File: src/rtl/sr_pulse_driver.sv
// Clocked sequencer for a gated SR latch: setup -> enable pulse -> hold per set/clear command.
// Define SR_PULSE_DRIVER_VERIFY_EN to add a CHECK state that reads back q/qnot and flags err.
module sr_pulse_driver #(
    parameter int unsigned SETUP_CYC = 1,
    parameter int unsigned PULSE_CYC = 2,
    parameter int unsigned HOLD_CYC  = 1
) (
    input  logic clk,
    input  logic rst_n,
    input  logic set_req,
    input  logic clr_req,
    input  logic q,
    input  logic qnot,
    output logic e,
    output logic s,
    output logic r,
    output logic busy,
    output logic done,
    output logic conflict,
    output logic err
);

`ifdef SR_PULSE_DRIVER_VERIFY_EN
    typedef enum logic [2:0] {IDLE, SETUP, PULSE, HOLD, CHECK} state_t;
`else
    typedef enum logic [2:0] {IDLE, SETUP, PULSE, HOLD} state_t;
`endif

    // Counters hold "cycles remaining minus one" so a phase ends when they reach zero.
    localparam logic [7:0] SETUP_LOAD = 8'(SETUP_CYC - 1);
    localparam logic [7:0] PULSE_LOAD = 8'(PULSE_CYC - 1);
    localparam logic [7:0] HOLD_LOAD  = 8'(HOLD_CYC - 1);

    state_t     state_reg, state_next;
    logic [7:0] cnt_reg, cnt_next;
    logic       cmd_clr_reg, cmd_clr_next;
    logic       e_reg, e_next;
    logic       s_reg, s_next;
    logic       r_reg, r_next;
    logic       busy_reg, busy_next;
    logic       done_reg, done_next;
    logic       conflict_reg, conflict_next;
    logic       err_next;
    logic       drive_active;

    always_comb begin
        state_next    = state_reg;
        cnt_next      = cnt_reg;
        cmd_clr_next  = cmd_clr_reg;
        done_next     = 1'b0;
        conflict_next = 1'b0;
        err_next      = 1'b0;
        drive_active  = 1'b0;
        e_next        = 1'b0;
        s_next        = 1'b0;
        r_next        = 1'b0;
        busy_next     = 1'b0;

        case (state_reg)
            IDLE: begin
                if (clr_req || set_req) begin
                    cmd_clr_next  = clr_req;
                    conflict_next = clr_req && set_req;
                    state_next    = SETUP;
                    cnt_next      = SETUP_LOAD;
                end
            end
            SETUP: begin
                if (cnt_reg == 8'd0) begin
                    state_next = PULSE;
                    cnt_next   = PULSE_LOAD;
                end else begin
                    cnt_next = cnt_reg - 8'd1;
                end
            end
            PULSE: begin
                if (cnt_reg == 8'd0) begin
                    state_next = HOLD;
                    cnt_next   = HOLD_LOAD;
                end else begin
                    cnt_next = cnt_reg - 8'd1;
                end
            end
            HOLD: begin
                if (cnt_reg == 8'd0) begin
                    cnt_next = 8'd0;
`ifdef SR_PULSE_DRIVER_VERIFY_EN
                    state_next = CHECK;
`else
                    state_next = IDLE;
                    done_next  = 1'b1;
`endif
                end else begin
                    cnt_next = cnt_reg - 8'd1;
                end
            end
`ifdef SR_PULSE_DRIVER_VERIFY_EN
            CHECK: begin
                state_next = IDLE;
                cnt_next   = 8'd0;
                done_next  = 1'b1;
                // The latch must now sit in the state the command asked for.
                err_next   = cmd_clr_reg ? (q || !qnot) : (!q || qnot);
            end
`endif
            default: begin
                state_next = IDLE;
                cnt_next   = 8'd0;
            end
        endcase

        // Registered outputs are decoded from the state being entered.
        drive_active = (state_next == SETUP) || (state_next == PULSE) || (state_next == HOLD);
        e_next       = (state_next == PULSE);
        s_next       = drive_active && !cmd_clr_next;
        r_next       = drive_active && cmd_clr_next;
        busy_next    = (state_next != IDLE);
    end

    always_ff @(posedge clk or negedge rst_n) begin
        if (!rst_n) begin
            state_reg    <= IDLE;
            cnt_reg      <= 8'd0;
            cmd_clr_reg  <= 1'b0;
            e_reg        <= 1'b0;
            s_reg        <= 1'b0;
            r_reg        <= 1'b0;
            busy_reg     <= 1'b0;
            done_reg     <= 1'b0;
            conflict_reg <= 1'b0;
        end else begin
            state_reg    <= state_next;
            cnt_reg      <= cnt_next;
            cmd_clr_reg  <= cmd_clr_next;
            e_reg        <= e_next;
            s_reg        <= s_next;
            r_reg        <= r_next;
            busy_reg     <= busy_next;
            done_reg     <= done_next;
            conflict_reg <= conflict_next;
        end
    end

`ifdef SR_PULSE_DRIVER_VERIFY_EN
    logic err_reg;

    always_ff @(posedge clk or negedge rst_n) begin
        if (!rst_n) begin
            err_reg <= 1'b0;
        end else begin
            err_reg <= err_next;
        end
    end

    assign err = err_reg;
`else
    logic unused_feedback;

    assign unused_feedback = q ^ qnot ^ err_next;
    assign err             = 1'b0;
`endif

    assign e        = e_reg;
    assign s        = s_reg;
    assign r        = r_reg;
    assign busy     = busy_reg;
    assign done     = done_reg;
    assign conflict = conflict_reg;

endmodule
File: config.mk
export PLATFORM = sky130hd
export DESIGN_NAME = sr_pulse_driver
export DESIGN_NICKNAME = d
export VERILOG_FILES = /design/src/rtl/sr_pulse_driver.sv
export SDC_FILE = /design/constraint.sdc
export NUM_CORES = 1
export LEC_CHECK = 0
export ABC_AREA = 1
export BUFFER_PORTS_ARGS = -buffer_cell sky130_fd_sc_hd__clkbuf_2
export CAP_MARGIN = 0
export CORE_MARGIN = 2
export CORE_UTILIZATION = 25
export DETAILED_ROUTE_END_ITERATION = 8
export PLACE_DENSITY = 0.51
export REMOVE_ABC_BUFFERS = 1
export SLEW_MARGIN = 10
export SYNTH_ARGS = -nofsm -noshare
export SYNTH_HDL_FRONTEND = slang
export SYNTH_SLANG_ARGS = --single-unit
File: constraint.sdc
create_clock -name clk -period 1.45 [get_ports clk]
set_input_delay 0.145 -clock clk [delete_from_list [all_inputs] [get_ports clk]]
set_output_delay 0.145 -clock clk [all_outputs]
set_load 0.05 [all_outputs]
=== Yosys cells after proc, flatten, opt, wreduce, memory -nomap -nowiden ===
Index checks and enable logic that the tools add are counted.

* Output and inout port bits: 7
* Bits of input ports: 6
* Logic and storage cells: 43
* Bits in registers: 18

* Equal/unequal tests: 7
* Multiplexer cells: 15
* Add/subtract/negate cells: 1
* Reductions and logical operators: 11

{| class="wikitable"
|+ Operators by type and width
! cell !! count
|-
| 2-to-1 mux 8 bit || 3
|-
| case mux 8 bit (3 select lines) || 1
|-
| == test 3 x 2 -> 1 bit, second input constant || 4
|-
| 2-to-1 mux 3 bit || 4
|-
| case mux 3 bit (4 select lines) || 1
|-
| zero test 8 bit || 1
|-
| subtractor 8 x 1 -> 8 bit, second input constant || 1
|-
| == test 3 x 1 -> 1 bit, second input constant || 2
|-
| 2-to-1 mux 1 bit || 6
|-
| logical AND 1 bit || 3
|-
| zero test 3 bit || 1
|-
| logical OR 1 bit || 3
|-
| nonzero test 3 bit || 1
|-
| != test 2 bit, second input constant || 1
|-
| OR reduction 2 bit || 1
|-
| zero test 1 bit || 1
|}

=== Depth between registers and ports, before layout ===
* Depth after elaboration: 7
* Mapped depth: 10
* Mapped depth without buffers: 10

=== Worst setup path before layout ===
No wires, ideal clock.

* Kind: register to register
* From: register cnt_reg[0]
* To: register cnt_reg[4]
* Path buffers: 0
* Cell stages (with the launch flop): 10
* Data arrival time: 1168 ps
* Slack: 162 ps
* Library setup time: 120 ps
* Required time: 1330 ps
* Clock period less this slack: 1288 ps
* Cells stage by stage: dfrtp_1 > inv_1 > ha_1 > nand2_4 > inv_1 > nand2_4 > nand2_1 > nand2_2 > nor2_4 > nor2_1

* Word-level cells in the longest chain between the ends: 3
* Elaborated cells between the ends (all ways): 5
* Classes of those cells: 1 x add/sub; 3 x mux; 1 x reduce/logical

{| class="wikitable"
|+ RTL lines
! what !! line !! text
|-
| start, declared || 35 || <nowiki>logic [7:0] cnt_reg, cnt_next;</nowiki>
|-
| start signal, assigned || 133 || <nowiki>cnt_reg <= cnt_next;</nowiki>
|-
| subtractor 8 x 1 -> 8 bit / zero test 8 bit (equally long branches) || n/a ||
|-
| 2-to-1 mux 8 bit (on tied branches) || 77, 85, 69 ||
|-
| case mux 8 bit (3 select lines) * || 59 || <nowiki>case (state_reg)</nowiki>
|}

Every way passes the cells marked *; elsewhere a longest branch is shown, timed or not.
A chain may end at the register's enable or synchronous reset.

=== Worst setup path after layout ===
* From: register cnt_reg[1]
* To: register cnt_reg[4]

The elaborated chain is that of the path after synthesis.

==> results.yml <==
hold_path:
  hp-class: "primary input to register"
  hold_depth: 3
critical_path:
  critPathKind: "register to register"
  path_max_fanout: 5
  worstSetupEndpointType: "register"
  cp.required_ns: 1.59
  crit_family: "simple AND/OR/NAND/NOR gates"
  critPathLaunchType: "register"
  slowest_delay_ns: 0.39
  cp.buffers_inverters: 2
  cp_data_arrival_time_ns: 1.50
  crit_chain: "inv_2 > ha_4 > nand2_4 > inv_1 > nand2_4 > nand2_4 > nand2_2 > nor2_4 > nor2_1"
  cp.depth: 9
  critPathSlowestCell: "dfrtp_1"
  rr_worst_depth: 9
  timing.critical_path.mode_cell: "nand2_4"
clock_network:
  clkTransAtPathRegs_ns: 0.07
  numCtsBuffers: 3
  cts_max_path_buffers: 2
  insertion_delay_ns: 0.25
  htree_levels: 1
  ctsRootBufferMaster: "clkbuf_8"
  cts_tree: "yes"
  numClockSinks: 18
yosys:
  yosys_warnings: 0
  seq_area_frac_synth_pct: 46.4
  synth_area_um2: 971
  syn-instance-count: 110
  syn_avg_cell_area_um2: 8.83
  synth-seq-cells: 18
  synthDistinctLibCells: 26
outcome:
  status: "finished, final reports clean"
timing:
  report.final.slew_viol_count: 0
  fin_skew_ns: 0.00200
  finalCritPeriodShare_pct: 93.9
  setup_tns_ns: 0
  hold_viol_final: 0
  fin_crit_ns: 1.36
  fmax_mhz: 734
  setup_viol: 0
detailed_routing:
  antenna_left: 0
  wl_per_cell_um: 9.53
  finalWirelength_mm: 1.65
  first_pass_iters: 2
  drc_errors: 0
  vias_per_cell: 4.00
  num_vias: 692
  drt-initial-drc-count: 27
cells_and_area:
  n_antenna_cell: 0
  fin_nets: 134
  largest_register_ffs: 8
  area_growth_pct: 19.5
  final_cell_mix: "dfrtp_1 (18), nor2_1 (15), inv_1 (13), nand2_1 (11), clkbuf_2 (9)"
  finalNonFillerCells: 173
  stdcell_area_um2: 1160
  drive_gt1_share_pct: 36.8
  final_common_cell: "dfrtp_1"
  fin_util_pct: 31.4
floorplan:
  start_util_pct: 26.3
  dieArea_um2: 4400
  core.rowCount: 22
  io_pins: 13
  fp.dieH_um: 66.3
  design.core.area_um2: 3690
  die_x_um: 66.3
pwr:
  vdd_ir_drop_max_uv: 945
  p_total_mw: 3.05
  p_leak_nw: 0.597
  power.density_nw_per_um2: 2630
place:
  numPortBuffers: 9
  placed_cell_area_um2: 1080
  dpl.cell_count: 168
  place_congestion: 0.720
  dp_hpwl_mm: 1.28
global_route:
  grt_pass1_wl_mm: 2.87
  grt_usage_pct: 8.74
  antenna_found_initial: 0
  grt_pass1_vias: 670
  grt_start_max_net_pins: 19
  overflow: 0
run:
  drv_cap: 0
-- repair_timing --
item,in CTS,in global routing
endpoints found under the setup margin,0,9
setup buffers,0,0
hold buffers,1,0
hold endpoints to repair,18,0
gates resized for setup,0,5
-- logic make-up after synthesis --
logic type               count (synthesis)  synth area share [%]
AO/OA/AOI/OAI                           12                  7.86
XOR/XNOR                                 2                  1.80
adder cells (fa/ha/maj)                  2                  2.58
buffers and inverters                   20                  8.12
flip-flops                              18                  46.4
other                                    1                 0.386
AND/OR/NAND/NOR                         55                  32.9
-- cell type report --
type                            instances  area (µm²)
Fill cell                             412        2530
Sequential cell                        18         450
Timing Repair Buffer                   11        62.6
Tap cell                               48        60.1
Clock buffer                            4        55.1
Inverter                               19        71.3
Multi-Input combinational cell         73         460
-- power breakdown --
group          switching [mW]  internal [mW]  leakage (nW)
registers               0.153          0.685         0.238
logic                    1.14          0.662         0.330
clock network           0.160          0.241        0.0288
-- worst paths after layout --
path	start	end	slack [ns]
setup / recovery	cnt_reg[1]$_DFFE_PN0P_	cnt_reg[4]$_DFFE_PN0P_	0.09
hold / removal	set_req	conflict$_DFF_PN0_	0.10
setup reg to reg	cnt_reg[1]$_DFFE_PN0P_	cnt_reg[4]$_DFFE_PN0P_	0.09
hold reg to reg	cmd_clr_reg$_DFF_PN0_	cmd_clr_reg$_DFF_PN0_	0.50
max in group asynchronous	rst_n	cnt_reg[6]$_DFFE_PN0P_	0.77
min in group asynchronous	rst_n	cnt_reg[2]$_DFFE_PN0P_	0.37
-- cell usage after synthesis, drive strengths merged --
master | n | area share [%]
dfrtp | 18 | 46
a31o | 1 | 0.90
clkinv | 1 | 0.39
nand3 | 4 | 2.6
xnor2 | 1 | 0.90
nor3 | 4 | 2.1
nor2 | 25 | 14
buf | 1 | 0.77
conb | 1 | 0.39
nand2 | 21 | 13
o21ai | 5 | 3.0
inv | 18 | 7.0
or2 | 1 | 0.90
ha | 2 | 2.6
o22ai | 1 | 0.64
xor2 | 1 | 0.90
a21oi | 5 | 3.4
-- metal layers --
layer	vias to the layer above	share of wire, %	wire length, µm	GRT usage (%)
met2	12	50	831	15.1
met3	2	4.5	74	3.58
li1	363	-	-	-
met1	315	45	735	10.2
met5	-	0	0	0
met4	0	0.42	7	1.53
-- stage by stage --
stage	hold WS, ns	setup WS [ns]
after CTS	0.0954	0.0243
after floorplan	-0.151	0.162
after global placement	0.110	0.0741
after detailed placement	0.119	0.0365
after global routing	0.111	-0.00392
final	0.103	0.0880
-- worst min-delay path, stage by stage --
cell      delay [ns]
clkbuf_2        0.09
nand2_1         0.05
nor2_1          0.04
Power figures use the tool's default switching activity.
